File: src/rtl/multicycle_sequencer.sv
// rtl/multicycle_sequencer.sv - multi-cycle RV32 subset control sequencer
// Shared memory port for fetch and data; sticky illegal/timeout traps.
module multicycle_sequencer #(
  parameter int CNT_W   = 32,
  parameter int TIMEOUT = 16
) (
  input  logic             i_clk,
  input  logic             i_rst_n,
  input  logic [6:0]       i_opcode,
  input  logic             i_zero,
  input  logic             i_mem_ready,
  output logic             o_pc_write,
  output logic             o_pc_src,
  output logic             o_ir_write,
  output logic             o_iord,
  output logic             o_mem_read,
  output logic             o_mem_write,
  output logic             o_alu_src,
  output logic [1:0]       o_alu_op,
  output logic             o_reg_write,
  output logic             o_mem_to_reg,
  output logic [2:0]       o_state,
  output logic             o_illegal,
  output logic             o_timeout,
  output logic [CNT_W-1:0] o_instr_count
);

  localparam int WAIT_W = $clog2(TIMEOUT);
  localparam logic [WAIT_W-1:0] WAIT_LAST = WAIT_W'(TIMEOUT - 1);

  typedef enum logic [2:0] {
    S_FETCH  = 3'd0,
    S_DECODE = 3'd1,
    S_EXEC   = 3'd2,
    S_MEM    = 3'd3,
    S_WB     = 3'd4,
    S_TRAP   = 3'd7
  } state_t;

  typedef enum logic [2:0] {
    C_R  = 3'd0,
    C_I  = 3'd1,
    C_LD = 3'd2,
    C_ST = 3'd3,
    C_BR = 3'd4
  } class_t;

  state_t              r_state;
  state_t              w_next;
  class_t              r_class;
  class_t              w_class;
  logic                w_legal;
  logic [WAIT_W-1:0]   r_wait;
  logic                r_illegal;
  logic                r_timeout;
  logic [CNT_W-1:0]    r_count;
  logic                w_retire;
  logic                w_set_illegal;
  logic                w_set_timeout;
  logic                w_expired;

  always_comb begin
    w_class = C_R;
    w_legal = 1'b1;
    case (i_opcode)
      7'b0110011: w_class = C_R;
      7'b0010011: w_class = C_I;
      7'b0000011: w_class = C_LD;
      7'b0100011: w_class = C_ST;
      7'b1100011: w_class = C_BR;
      default:    w_legal = 1'b0;
    endcase
  end

  assign w_expired = (r_wait == WAIT_LAST);

  always_comb begin
    o_pc_write    = 1'b0;
    o_pc_src      = 1'b0;
    o_ir_write    = 1'b0;
    o_iord        = 1'b0;
    o_mem_read    = 1'b0;
    o_mem_write   = 1'b0;
    o_alu_src     = 1'b0;
    o_alu_op      = 2'b00;
    o_reg_write   = 1'b0;
    o_mem_to_reg  = 1'b0;
    w_next        = r_state;
    w_retire      = 1'b0;
    w_set_illegal = 1'b0;
    w_set_timeout = 1'b0;
    case (r_state)
      S_FETCH: begin
        o_mem_read = 1'b1;
        if (i_mem_ready) begin
          o_ir_write = 1'b1;
          o_pc_write = 1'b1;
          w_next     = S_DECODE;
        end else if (w_expired) begin
          w_next        = S_TRAP;
          w_set_timeout = 1'b1;
        end
      end
      S_DECODE: begin
        if (w_legal) begin
          w_next = S_EXEC;
        end else begin
          w_next        = S_TRAP;
          w_set_illegal = 1'b1;
        end
      end
      S_EXEC: begin
        case (r_class)
          C_R: begin
            o_alu_op = 2'b10;
            w_next   = S_WB;
          end
          C_I: begin
            o_alu_src = 1'b1;
            o_alu_op  = 2'b10;
            w_next    = S_WB;
          end
          C_LD, C_ST: begin
            o_alu_src = 1'b1;
            w_next    = S_MEM;
          end
          C_BR: begin
            o_alu_op   = 2'b01;
            o_pc_src   = 1'b1;
            o_pc_write = i_zero;
            w_next     = S_FETCH;
            w_retire   = 1'b1;
          end
          default: w_next = S_TRAP;
        endcase
      end
      S_MEM: begin
        o_iord      = 1'b1;
        o_mem_read  = (r_class == C_LD);
        o_mem_write = (r_class == C_ST);
        if (i_mem_ready) begin
          if (r_class == C_LD) begin
            w_next = S_WB;
          end else begin
            w_next   = S_FETCH;
            w_retire = 1'b1;
          end
        end else if (w_expired) begin
          w_next        = S_TRAP;
          w_set_timeout = 1'b1;
        end
      end
      S_WB: begin
        o_reg_write  = 1'b1;
        o_mem_to_reg = (r_class == C_LD);
        w_next       = S_FETCH;
        w_retire     = 1'b1;
      end
      S_TRAP: w_next = S_TRAP;
      default: w_next = S_TRAP;
    endcase
    // FETCH is the reset state but must not request memory while reset is held.
    if (!i_rst_n) begin
      o_pc_write  = 1'b0;
      o_ir_write  = 1'b0;
      o_mem_read  = 1'b0;
      o_mem_write = 1'b0;
    end
  end

  always_ff @(posedge i_clk or negedge i_rst_n) begin
    if (!i_rst_n) begin
      r_state   <= S_FETCH;
      r_class   <= C_R;
      r_wait    <= '0;
      r_illegal <= 1'b0;
      r_timeout <= 1'b0;
      r_count   <= '0;
    end else begin
      r_state <= w_next;
      if (r_state == S_DECODE) begin
        r_class <= w_class;
      end
      if (w_next != r_state) begin
        r_wait <= '0;
      end else if ((r_state == S_FETCH || r_state == S_MEM) && !i_mem_ready) begin
        r_wait <= r_wait + 1'b1;
      end
      if (w_set_illegal) begin
        r_illegal <= 1'b1;
      end
      if (w_set_timeout) begin
        r_timeout <= 1'b1;
      end
      if (w_retire) begin
        r_count <= r_count + CNT_W'(1);
      end
    end
  end

  assign o_state       = r_state;
  assign o_illegal     = r_illegal;
  assign o_timeout     = r_timeout;
  assign o_instr_count = r_count;

endmodule

File: config.mk
export PLATFORM = sky130hd
export DESIGN_NAME = multicycle_sequencer
export DESIGN_NICKNAME = d
export VERILOG_FILES = /design/src/rtl/multicycle_sequencer.sv
export SDC_FILE = /design/constraint.sdc
export NUM_CORES = 1
export LEC_CHECK = 0
export ABC_AREA = 1
export BUFFER_PORTS_ARGS = -buffer_cell sky130_fd_sc_hd__buf_2
export CORE_UTILIZATION = 50
export DETAILED_ROUTE_END_ITERATION = 6
export PLACE_DENSITY = 0.77
export SYNTH_ARGS = -nofsm -noshare
export SYNTH_HDL_FRONTEND = slang
export SYNTH_SLANG_ARGS = --single-unit
File: constraint.sdc
create_clock -name i_clk -period 1.4 [get_ports i_clk]
set_input_delay 0.42 -clock i_clk [delete_from_list [all_inputs] [get_ports i_clk]]
set_output_delay 0.42 -clock i_clk [all_outputs]
set_load 0.02 [all_outputs]
==> run summary, run 1 <==
Outcome
* run status: stopped before the end
* halt point of the flow: global routing
* error message: [ERROR GRT-0232] Routing congestion too high. Check the congestion heatmap in the GUI.

Global route
* overall overflow remaining after global route: 522
* global-route usage over all layers: 99.00%
* largest net degree at the start of global routing: 45

Floorplanning
* Placement Rows: 26
* die boundary height: 76.97 um
* IO Pins: 59
* die boundary width: 76.97 um
* initial core utilization: 53.32%

Synthesis
* number of enable-type register cells in the synthesized netlist: 0
* Main synth FF type: dfrtp_1
* Synth top cells by count: nand2_1 (131), nor2_1 (48), dfrtp_1 (44), inv_1 (41), nand3_1 (27)
* top cells by area, synth: dfrtp_1 (39%), nand2_1 (17%), nor2_1 (6.4%), inv_1 (5.5%), xnor2_1 (5.0%)
* leading area contributor after synthesis: dfrtp_1
* count of state elements after synthesis: 44
* Mean Syn Cell Area: 7.224 um2
* library cells used by synthesis: 31
* cell area after synthesis: 2810 um2
* sequential cell area fraction in the yosys report: 39.18%
* Synth top area share: 39.18%
* Synth warnings: 0
* post-synthesis net count: 402
* synthesized instance count: 389
* share of synthesized registers carrying an async set or reset: 100.0%
* most frequent cell after synthesis: nand2_1

Clocking
* buffer type at the clock tree root: clkbuf_8
* number of buffers inserted for hold repair after clock tree synthesis: 0
* buffers from clock root to sink, at most: 2
* CTS Buf Count: 5
* number of levels the H-tree was split into: 2
* clock sink count: 44

Placement
* routability cong.: 0.9231
* Place WS: -197.3 ps
* Port Buf Inserts: 58
* DP Wirelength: 6394 um

Timing
* critical endpoint after global-route timing repair: o_mem_read
* pin category terminating the worst setup path after the last repair: primary output

-- per-stage QoR --
stage	std cells	instance area (um2)	setup TNS (ps)	hold slack (ps)
after CTS	639	4661	-11710	227.9
after floorplan	389	2918	-6434	124.4
after detailed placement	606	3969	-5502	453.6
after global placement	606	3969	-3469	445.3
-- cell families after synthesis --
logic type,Yosys count,synth area share [%]
AND/OR/NAND/NOR,252,40.74
adder cells (fa/ha/maj),2,0.8903
AO/OA/AOI/OAI,12,2.360
flip-flops,44,39.18
buffers and inverters,49,7.480
XOR/XNOR,30,9.350
-- metal layers --
layer | overflow | GRT usage (%)
met1 | 4 | 89.79
met2 | 395 | 131.7
met3 | 2 | 72.98
met4 | 121 | 112.1
met5 | 0 | 11.82
-- repair_timing --
| action | 4_1_cts |
|---|---|
| setup endpoints to repair | 74 |
| pin swaps | 14 |
| gates resized for setup | 112 |
| cloned | 1 |
| buffers inserted | 25 |
==> inputs of run 2 (changes only) <==
- CORE_UTILIZATION: 50 -> 40
- PLACE_DENSITY: 0.77 -> not set
- PLACE_DENSITY_LB_ADDON: not set -> 0.15
- clock period: 1.4 -> 1.8 ns (I/O delays scaled with it)
==> run 2 against run 1 <==
Net effect:
- the flow now finishes, with violations (negative setup slack)
- area after synthesis unchanged
- synthesized cell count is the same
==> run summary, run 2 <==
Clocking
* number of levels the H-tree was split into: 2, unchanged
* buffers from clock root to sink, at most: 2, unchanged
* buffer type at the clock tree root: clkbuf_8, unchanged
* CTS Buf Count: 5, unchanged
* clock sink count: 44, unchanged
* clock insertion delay at the later pin of the skew report: 300 ps
* clock tree from TritonCTS: built
* number of buffers inserted for hold repair after clock tree synthesis: 0, unchanged
* clock slew at the register clock pins of the worst setup and hold paths: 90 ps

Critical path
* crit path max fanout: 5
* first element of the critical path: o_state[1]
* required arrival time at the worst endpoint: 1260 ps
* Arrival @ worst endpoint: 1460 ps
* startpoint class of the critical path: register
* Critical Setup Path Class: register to output pin
* Setup crit end kind: output pin
* launching point of the worst reg2reg path: o_state[0]

Cells and area
* filler cell count in the final layout: 665
* number of nets in the finished design: 495
* Syn-to-layout area delta: 35.13%
* commonest cells after routing, fill and taps aside: nand2_1 (126), buf_2 (48), nor2_1 (40), dfrtp_1 (39), inv_1 (38)
* most frequent standard cell in the layout excluding fill and tap cells: nand2_1
* multi-input combinational cell area: 1659 um2
* antenna cell count: 0
* post-layout instance area: 3797 um2
* flip-flop count of the largest register, all copies and words added: 32
* register area: 1107 um2
* ratio of cells with drive above 1 in the final layout: 32.09%

Floorplanning
* floorplan die area: 7365 um2
* Placement Rows: 30, was 26
* IO Pins: 59, unchanged
* placeable core region: 6794 um2
* die boundary height: 85.82 um, was 76.97 um
* die boundary width: 85.82 um, was 76.97 um
* initial core utilization: 41.36%, was 53.32%

Global route
* overall overflow remaining after global route: 0
* initial antenna violation count: 0
* wire length of the first global-routing pass: 11930 um
* via count of the first global-routing pass: 2648
* global-route usage over all layers: 20.34%
* largest net degree at the start of global routing: 45

Synthesis
* Synth warnings: 0, unchanged
* most frequent cell after synthesis: nand2_1, unchanged
* count of state elements after synthesis: 44, unchanged
* cell area after synthesis: 2810 um2, unchanged
* synthesized instance count: 389, unchanged
* sequential cell area fraction in the yosys report: 39.18%, unchanged
* post-synthesis net count: 402, unchanged
* Main synth FF type: dfrtp_1, unchanged
* Mean Syn Cell Area: 7.224 um2, unchanged
* library cells used by synthesis: 31, unchanged
* share of synthesized registers carrying an async set or reset: 100.0%, unchanged
* top cells by area, synth: dfrtp_1 (39%), nand2_1 (17%), nor2_1 (6.4%), inv_1 (5.5%), xnor2_1 (5.0%), unchanged
* Synth top area share: 39.18%, unchanged
* number of enable-type register cells in the synthesized netlist: 0, unchanged
* leading area contributor after synthesis: dfrtp_1, unchanged
* Synth top cells by count: nand2_1 (131), nor2_1 (48), dfrtp_1 (44), inv_1 (41), nand3_1 (27), unchanged

Timing
* minimum period implied by the final worst setup slack: 1996 ps
* Peak Freq: 0.5011 GHz
* worst slew margin relative to its limit: 63.23%
* number of endpoints with negative hold slack in the final report: 0
* unrepaired setup endpoints after global routing: yes
* setup skew after layout: 9.548 ps
* accumulated negative setup slack: -1185 ps
* pins over their slew limit: 0
* fin crit share: 110.9%
* Tightest Pin Transition: 551.6 ps
* number of failing setup endpoints in the final timing report: 11
* minimum setup slack in the final design: -195.6 ps

Power and ir drop
* leakage power figure: 1.851 nW
* pwr dens: 475.4 nW/um2
* worst voltage drop across the vdd grid: 304.5 uV

Drt
* violation count after the first detailed-routing iteration: 156
* number of iterations in the first detailed-routing pass: 4
* final wirelength: 7279 um
* wire per inst: 12.57 um
* post-detailed-route DRC marker count: 0
* remaining antenna violation count: 0
* via total after detailed routing: 2772
* detail-routed via count per cell: 4.788

Outcome
* run status: finished, violations left, was stopped before the end
* failing checks: negative setup slack

Placement
* DP Wirelength: 5231 um, was 6394 um
* Port Buf Inserts: 58, unchanged
* cell area reported after detailed placement: 3324 um2, was 3969 um2
* routability cong.: 0.8851, was 0.9231

Min path
* path class of the lowest-slack min-delay path: primary input to async pin

Job
* maximum capacitance violations: 0

==> run 2: cell counts after synthesis <==
No cell type changed its count.
==> run 2: final timing paths <==
check | end | slack, ps | depth (start not counted)
setup / recovery | o_pc_write | -200 | 6
hold reg to reg | o_timeout | 480 | 1
min in group i_clk | r_class[1] | 450 | 2
setup reg to reg | o_instr_count[13] | 50 | 11
hold / removal | o_instr_count[6] | 390 | 2
max in group asynchronous | o_state[2] | 1000 | 2
==> run 2: metal layers <==
| layer | up-vias | track usage [%] | wire length [um] |
|---|---|---|---|
| met3 | 6 | 3.369 | 285 |
| li1 | 1407 | - | - |
| met4 | 0 | 7.121 | 57 |
| met1 | 1286 | 24.61 | 3252 |
| met2 | 73 | 36.51 | 3682 |
| met5 | - | 0 | 0 |
==> run 2: final cells by class <==
| class | instances | area share (%) |
|---|---|---|
| multi-input cells | 296 | 43.69 |
| flip-flops and latches | 44 | 29.16 |
| repair buffers | 92 | 16.54 |
| inverters | 43 | 4.514 |
| well taps | 96 | 3.163 |
| clock buffers | 5 | 1.812 |
| clock inverters | 3 | 1.120 |
==> run 2: where the power goes <==
group          internal (mW)  switching [mW]  leakage, nW
sequential             0.988        0.000420        0.547
clock                  0.411           0.350       0.0541
combinational         0.0170          0.0388         1.25
==> run 2: kinds of logic (layout without fill, tap and decap cells) <==
| group | Yosys count | after routing | synth area share (%) |
|---|---|---|---|
| flops | 44 | 44 | 39.18 |
| fa+ha+maj | 2 | 2 | 0.8903 |
| buf+inv | 49 | 143 | 7.480 |
| compound gates | 12 | 12 | 2.360 |
| simple gates | 252 | 252 | 40.74 |
| xor+xnor | 30 | 30 | 9.350 |
==> run 2: repair_timing <==
action                                  4_1_cts  5_1_grt
gates cloned                                  0        0
setup buffers                                14        8
gates resized for setup                      24       39
endpoints found under the setup margin       10       18
pin swaps                                     2       15
==> run 2: through the flow <==
step	hold WS [ps]	utilization, %	worst slack (ps)	power [mW]	cells
finish	393.3	55.89	-195.6	1.805	579
global route	434.3	55.89	-250.0	1.875	579
detailed placement	461.3	48.93	56.65	1.064	552
CTS	401.3	53.15	-186.6	1.829	574
global placement	459.9	48.93	43.22	1.064	552
floorplan	244.4	-	-5.990	1.022	389
==> run 2: critical path: stages, from the launching register on <==
cell and delay [ps]:
dfrtp_2 490, buf_6 150, nand3_4 120, nor2_4 50, a21oi_1 150, nor2_2 60, buf_4 150
Note: power is estimated with default switching activity, not from simulation.
==> inputs of run 3 (changes only) <==
- RECOVER_POWER: not set -> 25
==> run 3 against run 2 <==
Net effect:
- the flow still finishes with violations (negative setup slack)
- wire length rose by 0.12%
- final area barely moved
- hold slack improved by 55 ps
- die area did not move
- count of clock-buffer cells in the layout did not move
- power barely moved
- flip-flop and latch count did not move
- clock power barely moved
- non-clock buffer count did not move
- clock skew barely moved
- combinational power fell by 1%
- via count fell by 0.29%
- highest routed layer unchanged
==> run summary, run 3 (synthesized netlist as in run 2, its figures left out) <==
Power and ir drop
* leakage power figure: 1.850 nW, was 1.851 nW
* worst voltage drop across the vdd grid: 304.6 uV, was 304.5 uV
* Overall Power: 1.805 mW, about the same
* pwr dens: 475.5 nW/um2, was 475.4 nW/um2

Timing
* fin crit share: 110.9%, about the same
* unrepaired setup endpoints after global routing: yes, unchanged
* accumulated negative setup slack: -1186 ps, was -1185 ps
* minimum setup slack in the final design: -195.7 ps, was -195.6 ps
* setup skew after layout: 9.551 ps, was 9.548 ps
* number of endpoints with negative hold slack in the final report: 0, unchanged
* number of failing setup endpoints in the final timing report: 11, unchanged
* Tightest Pin Transition: 1090 ps, was 551.6 ps
* worst slew margin relative to its limit: 27.34%, was 63.23%
* Peak Freq: 0.5011 GHz, about the same
* minimum period implied by the final worst setup slack: 1996 ps, about the same
* pins over their slew limit: 0, unchanged

Drt
* post-detailed-route DRC marker count: 0, unchanged
* wire per inst: 12.59 um, was 12.57 um
* final wirelength: 7288 um, was 7279 um
* via total after detailed routing: 2764, was 2772
* detail-routed via count per cell: 4.774, was 4.788
* violation count after the first detailed-routing iteration: 156, unchanged
* remaining antenna violation count: 0, unchanged
* number of iterations in the first detailed-routing pass: 5, was 4

Cells and area
* final standard cell utilization of the core: 55.86%, was 55.89%
* Syn-to-layout area delta: 35.04%, was 35.13%
* flip-flop count of the largest register, all copies and words added: 32, unchanged
* number of nets in the finished design: 495, unchanged
* multi-input combinational cell area: 1659 um2, unchanged
* filler cell count in the final layout: 666, was 665
* Finished Layout Cells: 579, unchanged
* register area: 1107 um2, unchanged
* ratio of cells with drive above 1 in the final layout: 32.09%, unchanged
* antenna cell count: 0, unchanged
* most frequent standard cell in the layout excluding fill and tap cells: nand2_1, unchanged
* commonest cells after routing, fill and taps aside: nand2_1 (126), buf_2 (48), nor2_1 (40), dfrtp_1 (39), inv_1 (38), unchanged

Critical path
* startpoint class of the critical path: register, unchanged
* crit path max fanout: 5, unchanged
* chain of cells forming the critical path: buf_6, nand3_4, nor2_4, a21oi_1, nor2_2, buf_4, unchanged
* WP buf/inv: 2, unchanged
* required arrival time at the worst endpoint: 1260 ps, about the same
* worst stage delay on the critical path: 490 ps, about the same
* Arrival @ worst endpoint: 1460 ps, about the same
* library cell contributing the largest single delay on the critical path: dfrtp_2, unchanged
* CP delay by family, top: flip-flops, unchanged
* Setup crit end kind: output pin, unchanged
* Critical Setup Path Class: register to output pin, unchanged

Clocking
* clock sink count: 44, unchanged
* clock tree from TritonCTS: built, unchanged
* buffer type at the clock tree root: clkbuf_8, unchanged
* buffers from clock root to sink, at most: 2, unchanged
* clock insertion delay at the later pin of the skew report: 300 ps, about the same
* number of buffers inserted for hold repair after clock tree synthesis: 0, unchanged
* number of levels the H-tree was split into: 2, unchanged
* clock slew at the register clock pins of the worst setup and hold paths: 90 ps, about the same
* CTS Buf Count: 5, unchanged

Outcome
* failing checks: negative setup slack, unchanged
* run status: finished, violations left, unchanged

Placement
* Port Buf Inserts: 58, unchanged
* routability cong.: 0.8851, unchanged
* DP Wirelength: 5231 um, unchanged
* Place WS: 56.65 ps, unchanged
* number of cells after detailed placement: 552, unchanged

Global route
* wire length of the first global-routing pass: 11930 um, unchanged
* global-route usage over all layers: 20.34%, unchanged
* largest net degree at the start of global routing: 45, unchanged
* via count of the first global-routing pass: 2648, unchanged
* initial antenna violation count: 0, unchanged
* overall overflow remaining after global route: 0, unchanged

Floorplanning
* die boundary width: 85.82 um, unchanged
* placeable core region: 6794 um2, unchanged
* floorplan die area: 7365 um2, unchanged
* die boundary height: 85.82 um, unchanged
* Placement Rows: 30, unchanged
* IO Pins: 59, unchanged
* initial core utilization: 41.36%, unchanged

Min path
* path class of the lowest-slack min-delay path: primary input to register, was primary input to async pin

Job
* maximum capacitance violations: 0, unchanged

-- run 3: metrics by stage --
step                      cell area (um2)  hold WS, ps
after detailed placement             3324        461.3
after global routing                 3795        458.2
after floorplan                      2838        244.4
after global placement               3324        459.9
after CTS                            3611        401.3
final                                3795        448.4
-- run 3: final cells by class --
class | count | area share [%]
Clock buffer | 5 | 1.813
Inverter | 43 | 4.517
Sequential cell | 44 | 29.18
Multi-Input combinational cell | 296 | 43.72
Tap cell | 96 | 3.165
Timing Repair Buffer | 92 | 16.49
Clock inverter | 3 | 1.121
-- run 3: worst paths after layout --
check,cells past startpoint,end,slack (ps),from
min in group asynchronous,2,o_instr_count[5],600,i_rst_n
hold reg to reg,1,o_timeout,480,o_timeout
setup / recovery,6,o_pc_write,-200,o_state[1]
hold / removal,2,r_class[1],450,i_opcode[4]
max in group asynchronous,2,o_state[2],460,i_rst_n
setup reg to reg,11,o_instr_count[13],50,o_state[0]
-- run 3: where the power goes --
group          leakage, nW  switching [mW]  internal (mW)  total, mW
sequential           0.547        0.000420          0.989      0.989
clock               0.0541           0.349          0.411      0.760
combinational         1.25          0.0389         0.0163     0.0551
-- run 3: layer usage --
metal / share of wire [%] / GRT usage, % / vias to the layer above
met5: 0 / 0 / -
met4: 0.78 / 7.121 / 0
met3: 3.9 / 3.369 / 6
met2: 51 / 36.51 / 71
met1: 45 / 24.61 / 1280
li1: - / - / 1407
-- run 3: what timing repair did --
item                                    in CTS  in global routing
setup buffers                               14                  8
pin swaps                                    2                 15
gates resized for setup                     24                 39
endpoints found under the setup margin      10                 18
hold endpoints to repair                     0                  0
